[src/rtl/par_link_tx_arb_if.sv]
// par_link_tx_arb_if: channel write side and valid/ready link side of the
// multi-channel parallel-link transmitter.
// Optional feature macro: TX_PARITY_EN adds parallel_parity_out.
interface par_link_tx_arb_if #(
  parameter int DATA_W = 16,
  parameter int NUM_CH = 4,
  parameter int CH_W   = $clog2(NUM_CH)
);
  logic [NUM_CH*DATA_W-1:0] data_in;
  logic [NUM_CH-1:0]        wr_en;
  logic [NUM_CH-1:0]        fifo_full;
  logic [NUM_CH-1:0]        fifo_empty;
  logic [NUM_CH-1:0]        overflow;
  logic [DATA_W-1:0]        parallel_data_out;
  logic [CH_W-1:0]          parallel_chan_out;
  logic                     parallel_valid_out;
  logic                     parallel_ready_in;
`ifdef TX_PARITY_EN
  logic                     parallel_parity_out;

  modport master (
    input  data_in, wr_en, parallel_ready_in,
    output fifo_full, fifo_empty, overflow,
    output parallel_data_out, parallel_chan_out, parallel_valid_out,
    output parallel_parity_out
  );

  modport slave (
    output data_in, wr_en, parallel_ready_in,
    input  fifo_full, fifo_empty, overflow,
    input  parallel_data_out, parallel_chan_out, parallel_valid_out,
    input  parallel_parity_out
  );
`else
  modport master (
    input  data_in, wr_en, parallel_ready_in,
    output fifo_full, fifo_empty, overflow,
    output parallel_data_out, parallel_chan_out, parallel_valid_out
  );

  modport slave (
    output data_in, wr_en, parallel_ready_in,
    input  fifo_full, fifo_empty, overflow,
    input  parallel_data_out, parallel_chan_out, parallel_valid_out
  );
`endif
endinterface

[src/rtl/par_link_tx_arb.sv]
// par_link_tx_arb: NUM_CH input FIFOs, round-robin arbiter and a single
// holding register driving the valid/ready parallel link in clk_tx.
// Optional feature macro: TX_PARITY_EN registers even parity over
// {channel, data} alongside the held word.
module par_link_tx_arb #(
  parameter int DATA_W = 16,
  parameter int DEPTH  = 8,
  parameter int NUM_CH = 4,
  parameter int CH_W   = $clog2(NUM_CH)
) (
  input logic               clk_tx,
  input logic               rst_tx_n,
  par_link_tx_arb_if.master link
);

  localparam int PTR_W = $clog2(DEPTH);
  localparam int CNT_W = $clog2(DEPTH + 1);
  localparam logic [CNT_W-1:0] CNT_FULL = CNT_W'(DEPTH);
  localparam logic [CH_W-1:0]  LAST_CH  = CH_W'(NUM_CH - 1);

  typedef enum logic {IDLE, SEND} state_t;

  logic [DATA_W-1:0] mem  [NUM_CH][DEPTH];
  logic [PTR_W-1:0]  wptr [NUM_CH];
  logic [PTR_W-1:0]  rptr [NUM_CH];
  logic [CNT_W-1:0]  cnt  [NUM_CH];

  logic [NUM_CH-1:0] full;
  logic [NUM_CH-1:0] empty;
  logic [NUM_CH-1:0] push;
  logic [NUM_CH-1:0] pop;
  logic [NUM_CH-1:0] ovf_q;
  logic [CH_W-1:0]   last_grant;
  logic [CH_W-1:0]   grant;
  logic              any_ne;
  logic              load;
  logic [DATA_W-1:0] rd_data;

  state_t            state;
  logic              vld_p1;
  logic [DATA_W-1:0] data_p1;
  logic [CH_W-1:0]   chan_p1;
`ifdef TX_PARITY_EN
  logic              par_p1;

  function automatic logic even_parity(input logic [CH_W-1:0] ch,
                                       input logic [DATA_W-1:0] d);
    return ^{ch, d};
  endfunction
`endif

  // Channel status from registered counts; a full FIFO refuses the write even if popped this cycle
  always_comb begin
    for (int c = 0; c < NUM_CH; c++) begin
      full[c]  = (cnt[c] == CNT_FULL);
      empty[c] = (cnt[c] == '0);
      push[c]  = link.wr_en[c] && !full[c];
    end
  end

  // Round-robin search over non-empty channels starting after last_grant
  always_comb begin
    int              idx;
    logic [CH_W-1:0] cand;
    logic            found;
    idx   = 0;
    cand  = '0;
    found = 1'b0;
    grant = last_grant;
    for (int i = 1; i <= NUM_CH; i++) begin
      idx = int'(last_grant) + i;
      if (idx >= NUM_CH) idx = idx - NUM_CH;
      cand = CH_W'(idx);
      if (!found && !empty[cand]) begin
        found = 1'b1;
        grant = cand;
      end
    end
  end

  assign any_ne  = |(~empty);
  assign load    = any_ne && ((state == IDLE) || link.parallel_ready_in);
  assign pop     = load ? (NUM_CH'(1) << grant) : '0;
  assign rd_data = mem[grant][rptr[grant]];

  // Stage p0: FIFO pointers, occupancy counts and sticky overflow flags
  always_ff @(posedge clk_tx) begin
    if (!rst_tx_n) begin
      for (int c = 0; c < NUM_CH; c++) begin
        wptr[c] <= '0;
        rptr[c] <= '0;
        cnt[c]  <= '0;
      end
      ovf_q <= '0;
    end else begin
      for (int c = 0; c < NUM_CH; c++) begin
        if (push[c]) wptr[c] <= wptr[c] + PTR_W'(1);
        if (pop[c])  rptr[c] <= rptr[c] + PTR_W'(1);
        case ({push[c], pop[c]})
          2'b10:   cnt[c] <= cnt[c] + CNT_W'(1);
          2'b01:   cnt[c] <= cnt[c] - CNT_W'(1);
          default: cnt[c] <= cnt[c];
        endcase
        if (link.wr_en[c] && full[c]) ovf_q[c] <= 1'b1;
      end
    end
  end

  // Stage p0: FIFO storage, data only, never reset
  always_ff @(posedge clk_tx) begin
    for (int c = 0; c < NUM_CH; c++) begin
      if (push[c]) mem[c][wptr[c]] <= link.data_in[c*DATA_W +: DATA_W];
    end
  end

  // Stage p1: holding register FSM; loads the granted word and holds it until accepted
  always_ff @(posedge clk_tx) begin
    if (!rst_tx_n) begin
      state      <= IDLE;
      vld_p1     <= 1'b0;
      data_p1    <= '0;
      chan_p1    <= '0;
      last_grant <= LAST_CH;
`ifdef TX_PARITY_EN
      par_p1     <= 1'b0;
`endif
    end else begin
      case (state)
        IDLE: begin
          if (load) begin
            state      <= SEND;
            vld_p1     <= 1'b1;
            data_p1    <= rd_data;
            chan_p1    <= grant;
            last_grant <= grant;
`ifdef TX_PARITY_EN
            par_p1     <= even_parity(grant, rd_data);
`endif
          end
        end
        SEND: begin
          if (link.parallel_ready_in) begin
            if (load) begin
              data_p1    <= rd_data;
              chan_p1    <= grant;
              last_grant <= grant;
`ifdef TX_PARITY_EN
              par_p1     <= even_parity(grant, rd_data);
`endif
            end else begin
              state  <= IDLE;
              vld_p1 <= 1'b0;
            end
          end
        end
        default: begin
          state  <= IDLE;
          vld_p1 <= 1'b0;
        end
      endcase
    end
  end

  assign link.fifo_full          = full;
  assign link.fifo_empty         = empty;
  assign link.overflow           = ovf_q;
  assign link.parallel_valid_out = vld_p1;
  assign link.parallel_data_out  = data_p1;
  assign link.parallel_chan_out  = chan_p1;
`ifdef TX_PARITY_EN
  assign link.parallel_parity_out = par_p1;
`endif

endmodule

[src/flat_wrapper.sv]
// flat-port wrapper written by rule: the top's interface ports become plain ports
module par_link_tx_arb_flat 
#(
  parameter int DATA_W = 16,
  parameter int DEPTH  = 8,
  parameter int NUM_CH = 4,
  parameter int CH_W   = $clog2(NUM_CH)
)
  (clk_tx, rst_tx_n, link_data_in, link_wr_en, link_parallel_ready_in, link_fifo_full, link_fifo_empty, link_overflow, link_parallel_data_out, link_parallel_chan_out, link_parallel_valid_out);
  par_link_tx_arb_if #(.DATA_W(DATA_W), .NUM_CH(NUM_CH), .CH_W(CH_W)) link_i ();
  input logic clk_tx;
  input logic rst_tx_n;
  input wire logic [$bits(link_i.data_in)-1:0] link_data_in;
  input wire logic [$bits(link_i.wr_en)-1:0] link_wr_en;
  input wire logic [$bits(link_i.parallel_ready_in)-1:0] link_parallel_ready_in;
  output wire logic [$bits(link_i.fifo_full)-1:0] link_fifo_full;
  output wire logic [$bits(link_i.fifo_empty)-1:0] link_fifo_empty;
  output wire logic [$bits(link_i.overflow)-1:0] link_overflow;
  output wire logic [$bits(link_i.parallel_data_out)-1:0] link_parallel_data_out;
  output wire logic [$bits(link_i.parallel_chan_out)-1:0] link_parallel_chan_out;
  output wire logic [$bits(link_i.parallel_valid_out)-1:0] link_parallel_valid_out;
  assign link_i.data_in = link_data_in;
  assign link_i.wr_en = link_wr_en;
  assign link_i.parallel_ready_in = link_parallel_ready_in;
  assign link_fifo_full = link_i.fifo_full;
  assign link_fifo_empty = link_i.fifo_empty;
  assign link_overflow = link_i.overflow;
  assign link_parallel_data_out = link_i.parallel_data_out;
  assign link_parallel_chan_out = link_i.parallel_chan_out;
  assign link_parallel_valid_out = link_i.parallel_valid_out;
  par_link_tx_arb #(.DATA_W(DATA_W), .DEPTH(DEPTH), .NUM_CH(NUM_CH), .CH_W(CH_W)) u_core (.clk_tx(clk_tx), .rst_tx_n(rst_tx_n), .link(link_i));
endmodule
[config.mk]
export PLATFORM = sky130hd
export DESIGN_NAME = par_link_tx_arb_flat
export DESIGN_NICKNAME = d
export VERILOG_FILES = /design/src/rtl/par_link_tx_arb_if.sv /design/src/rtl/par_link_tx_arb.sv /design/src/flat_wrapper.sv
export SDC_FILE = /design/constraint.sdc
export NUM_CORES = 1
export LEC_CHECK = 0
export CORE_ASPECT_RATIO = 1.75
export CORE_MARGIN = 2
export CORE_UTILIZATION = 25
export CTS_BUF_LIST = sky130_fd_sc_hd__clkbuf_4 sky130_fd_sc_hd__clkbuf_8 sky130_fd_sc_hd__clkbuf_16
export CTS_CLUSTER_SIZE = 40
export DETAILED_ROUTE_END_ITERATION = 7
export GPL_TIMING_DRIVEN = 0
export SKIP_CTS_REPAIR_TIMING = 1
export SLEW_MARGIN = 15
export SYNTH_ARGS = -nofsm -noshare
export SYNTH_HDL_FRONTEND = slang
export SYNTH_SLANG_ARGS = --single-unit
[constraint.sdc]
create_clock -name clk_tx -period 3.85 [get_ports clk_tx]
set_input_delay 0.77 -clock clk_tx [delete_from_list [all_inputs] [get_ports clk_tx]]
set_output_delay 0.77 -clock clk_tx [all_outputs]
set_load 0.05 [all_outputs]
==> run summary <==
* cell row count: 151
* share of the synthesized netlist area taken by xor and xnor gates: 0.614%
* predominant post-synthesis flop cell: sky130_fd_sc_hd__edfxtp_1
* die area: 99600 sq um
* Simple-Gate Fraction of Synth Area: 12.8%
* worst hold slack: 473 ps
* Placed Area: 27500 sq um
* number of failing hold endpoints at the final stage: 0
* clock skew: 30.2 ps
* fraction of power consumed by sequential logic: 27.2%
* combinational cell fraction of total power: 56.7%
* most common library cell in the layout ignoring fill and taps: sky130_fd_sc_hd__edfxtp_1
* final core area utilization: 30.7%
* Finished Layout Cells: 3370
* number of cells on the critical path: 11
* antenna violations before repair: 7
* PortBufs: 101
* FF-to-FF path depth: 11
* CTS tree: yes
* Clock Pin Slew Worst Setup and Hold Paths: 70 ps
* GP Congestion: 0.963
* root buffer selected by CTS: sky130_fd_sc_hd__clkbuf_16
* kind of end point of the critical path: flop
* Power, Total: 29.1 mW
* via/cell ratio: 5.12
* Global Route Usage Sum: 19.0%
* net load switching power: 13.8 mW
* maximum operating frequency: 253 MHz
* final routed wire length divided by cell count: 28.7 um
* multiplexer area fraction after synthesis: 2.76%
* dominant delay contributor by cell family on the critical path: compound AO/OA/AOI/OAI gates
* H-Tree Depth: 2
* pins over their slew limit: 0
* Net Count, Synth: 1905
* Routed Wire Length: 96800 um
* main combinational cell family by area after synthesis: simple AND/OR/NAND/NOR gates
* syn avg cell area: 13.4 sq um
* classification of the worst-slack hold path: reg2reg
* worst vdd ir: 556 uV
* critical path's slowest cell: sky130_fd_sc_hd__or4_4
* Worst Max-Slew Pin Slew: 1250 ps
* drt first-iter violations: 1915
* via count of the first global-routing pass: 16900
* finished layout cell area: 29700 sq um
* arrival time reported for the critical path endpoint: 4420 ps
* Setup Crit Path Kind: reg2reg
* complex-gate fraction of the synthesized area: 9.58%
* residual antenna-violating net count after detailed routing: 0
* time the final worst path needs with I/O delays and setup: 3960 ps
* Setup violations, final: 5
* area share of the largest cell type after synthesis: 68.3%
* global-route wire length before repair: 130000 um
* violations in the final reports: setup timing
* number of instances in the synthesized netlist: 1813
* gr ovfl total: 0
* CP Buf/Inv Count: 3
* Critical Path Fanout Max: 10
* internal power: 15.3 mW
* top cells by area, synth: sky130_fd_sc_hd__edfxtp_1, sky130_fd_sc_hd__nand2_1, sky130_fd_sc_hd__a221oi_1, sky130_fd_sc_hd__and3_1, sky130_fd_sc_hd__dfxtp_1
* DP Wirelength: 74500 um
* number of enable-type register cells in the synthesized netlist: 552
* fraction of power spent switching nets: 47.5%
* synthesized-area fraction occupied by adder cells: 1.08%
* cell-by-cell trace of the critical path: or4_4, buf_4, o221ai_4, buf_8, nand2_8, buf_1, a221oi_4, a31oi_1, mux2_1, a221oi_2, a21oi_1
* Worst path max stage delay: 590 ps
* effective utilization at floorplan: 25.1%
* Max Cap Violations: 0
* later-pin clock latency in the skew report: 600 ps
* Power Dens Cells: 982 nW/um^2
* buffer levels on the longest clock path: 3
* top-level port count: 102
* most frequent cells in the layout: sky130_fd_sc_hd__edfxtp_1, sky130_fd_sc_hd__nand2_1, sky130_fd_sc_hd__clkdlybuf4s50_1
* launching element type of the critical path: flop
* largest area contributor in the synthesized netlist: sky130_fd_sc_hd__edfxtp_1
* Yosys warnings: 0
* Seq/Total Area, Yosys: 70.5%
* data required time of the critical path: 4310 ps
* post-synthesis cell type count: 60
* share of layout cells above drive strength 1: 15.8%
* vias post-DR: 17300
* height of the die: 416 um
* number of sinks handled by clock tree synthesis: 578
* run status: finished with violations
* Clk pwr share: 16.0%
* number of nets in the layout: 2122
* number of search-and-repair iterations in the first detailed-routing pass: 6
* tightest slew margin relative to the limit: 16.7%
* Final Worst Setup Slack: -109 ps
* maximum number of pins on one net before global-route repair: 18
* fraction of registers with async set/reset: 0%
* cell area after synthesis: 24300 sq um
* hold-critical path depth: 2
* share of the cycle needed by the critical path after routing: 103%
* horizontal extent of the die: 239 um
* leakage power: 10.2 nW
* total of flip-flops plus latches after synthesis: 578
* RSZ-0062 raised after global routing: yes
* DP Cell Count: 3249
* number of buffers created by CTS: 46
* DRC violations left: 0
* Layout Area Growth over Synthesis: 22.3%
* Core Region: 96500 sq um
-- power groups by stage --
| stage | clock network, mW | registers [mW] | logic [mW] |
|---|---|---|---|
| after detailed placement | 0 | 8.09 | 14.9 |
| after CTS | 4.69 | 7.95 | 14.9 |
| after floorplan | 0 | 8.22 | 8.35 |
| after global routing | 4.88 | 7.99 | 17.0 |
| final | 4.67 | 7.94 | 16.5 |
| after global placement | 0 | 8.10 | 14.6 |
-- per-layer routing --
metal	track usage, %	wire length (um)	part of all wire (%)
met1	18.4	30800	32
met2	34.4	49900	52
met3	3.36	6160	6.4
met4	16.3	9870	10
met5	0	45	0.046
-- synthesized netlist by cell type (all sizes together) (17+ instances only) --
library cell,number
edfxtp,552
nand2,376
nand3,100
a221oi,98
and3,92
clkbuf,84
nor2,74
a31oi,69
buf,47
mux2,36
o21ai,27
dfxtp,26
a21oi,25
inv,22
mux2i,22
ha,21
nor3,20
o221ai,17
-- final cells by class --
type,count,area [sq um]
clock inverter,30,195
fill,9558,66900
sequential,578,17100
antenna,4,10.0
clock buffer,54,1230
timing repair buffer,169,1680
buffer,131,688
tap,1300,1630
inverter,22,87.6
multi-input combinational,1082,7070
-- final timing paths --
kind                                               from                          endpoint  slack, ps
worst max-delay path                   u_core.cnt[0][5]  u_core.link.parallel_data_out[5]       -110
worst min-delay path            u_core.link.overflow[1]           u_core.link.overflow[1]        470
worst max register to register         u_core.cnt[0][5]  u_core.link.parallel_data_out[5]       -110
worst min register to register  u_core.link.overflow[1]           u_core.link.overflow[1]        470
-- worst min-delay path: cells and delay by family (launching register included) --
family	cells	cell delay, ps
AND/OR/NAND/NOR	1	70
AO/OA/AOI/OAI	1	40
flip-flops	1	330
-- kinds of logic (layout without fill, tap and decap cells) --
| kind of cell | after synthesis | after routing |
|---|---|---|
| buffers and inverters | 153 | 406 |
| xor gates and xnor gates | 17 | 17 |
| adders and majority gates | 21 | 21 |
| DFF | 578 | 578 |
| AOI/OAI and AO/OA | 298 | 298 |
| and+or+nand+nor | 688 | 688 |
| other | 0 | 4 |
| muxes | 58 | 58 |
-- flip-flops by register name, summed over array words and instances (netlist names) --
register,cells
u_core.last_grant,2
u_core.cnt,16
u_core.rptr,12
u_core.state,1
u_core.wptr,12
u_core.link.parallel_valid_out,1
u_core.link.parallel_data_out,16
u_core.mem,512
u_core.link.parallel_chan_out,2
u_core.link.overflow,4
-- per-stage QoR --
step / TNS, ps / setup slack (ps)
after CTS: -43250 / -1440
after floorplan: 0 / 16.2
final: -238 / -109
after global routing: -820 / -154
after global placement: -191970 / -1380
after detailed placement: -41750 / -1410
Note: power is estimated with default switching activity, not from simulation.
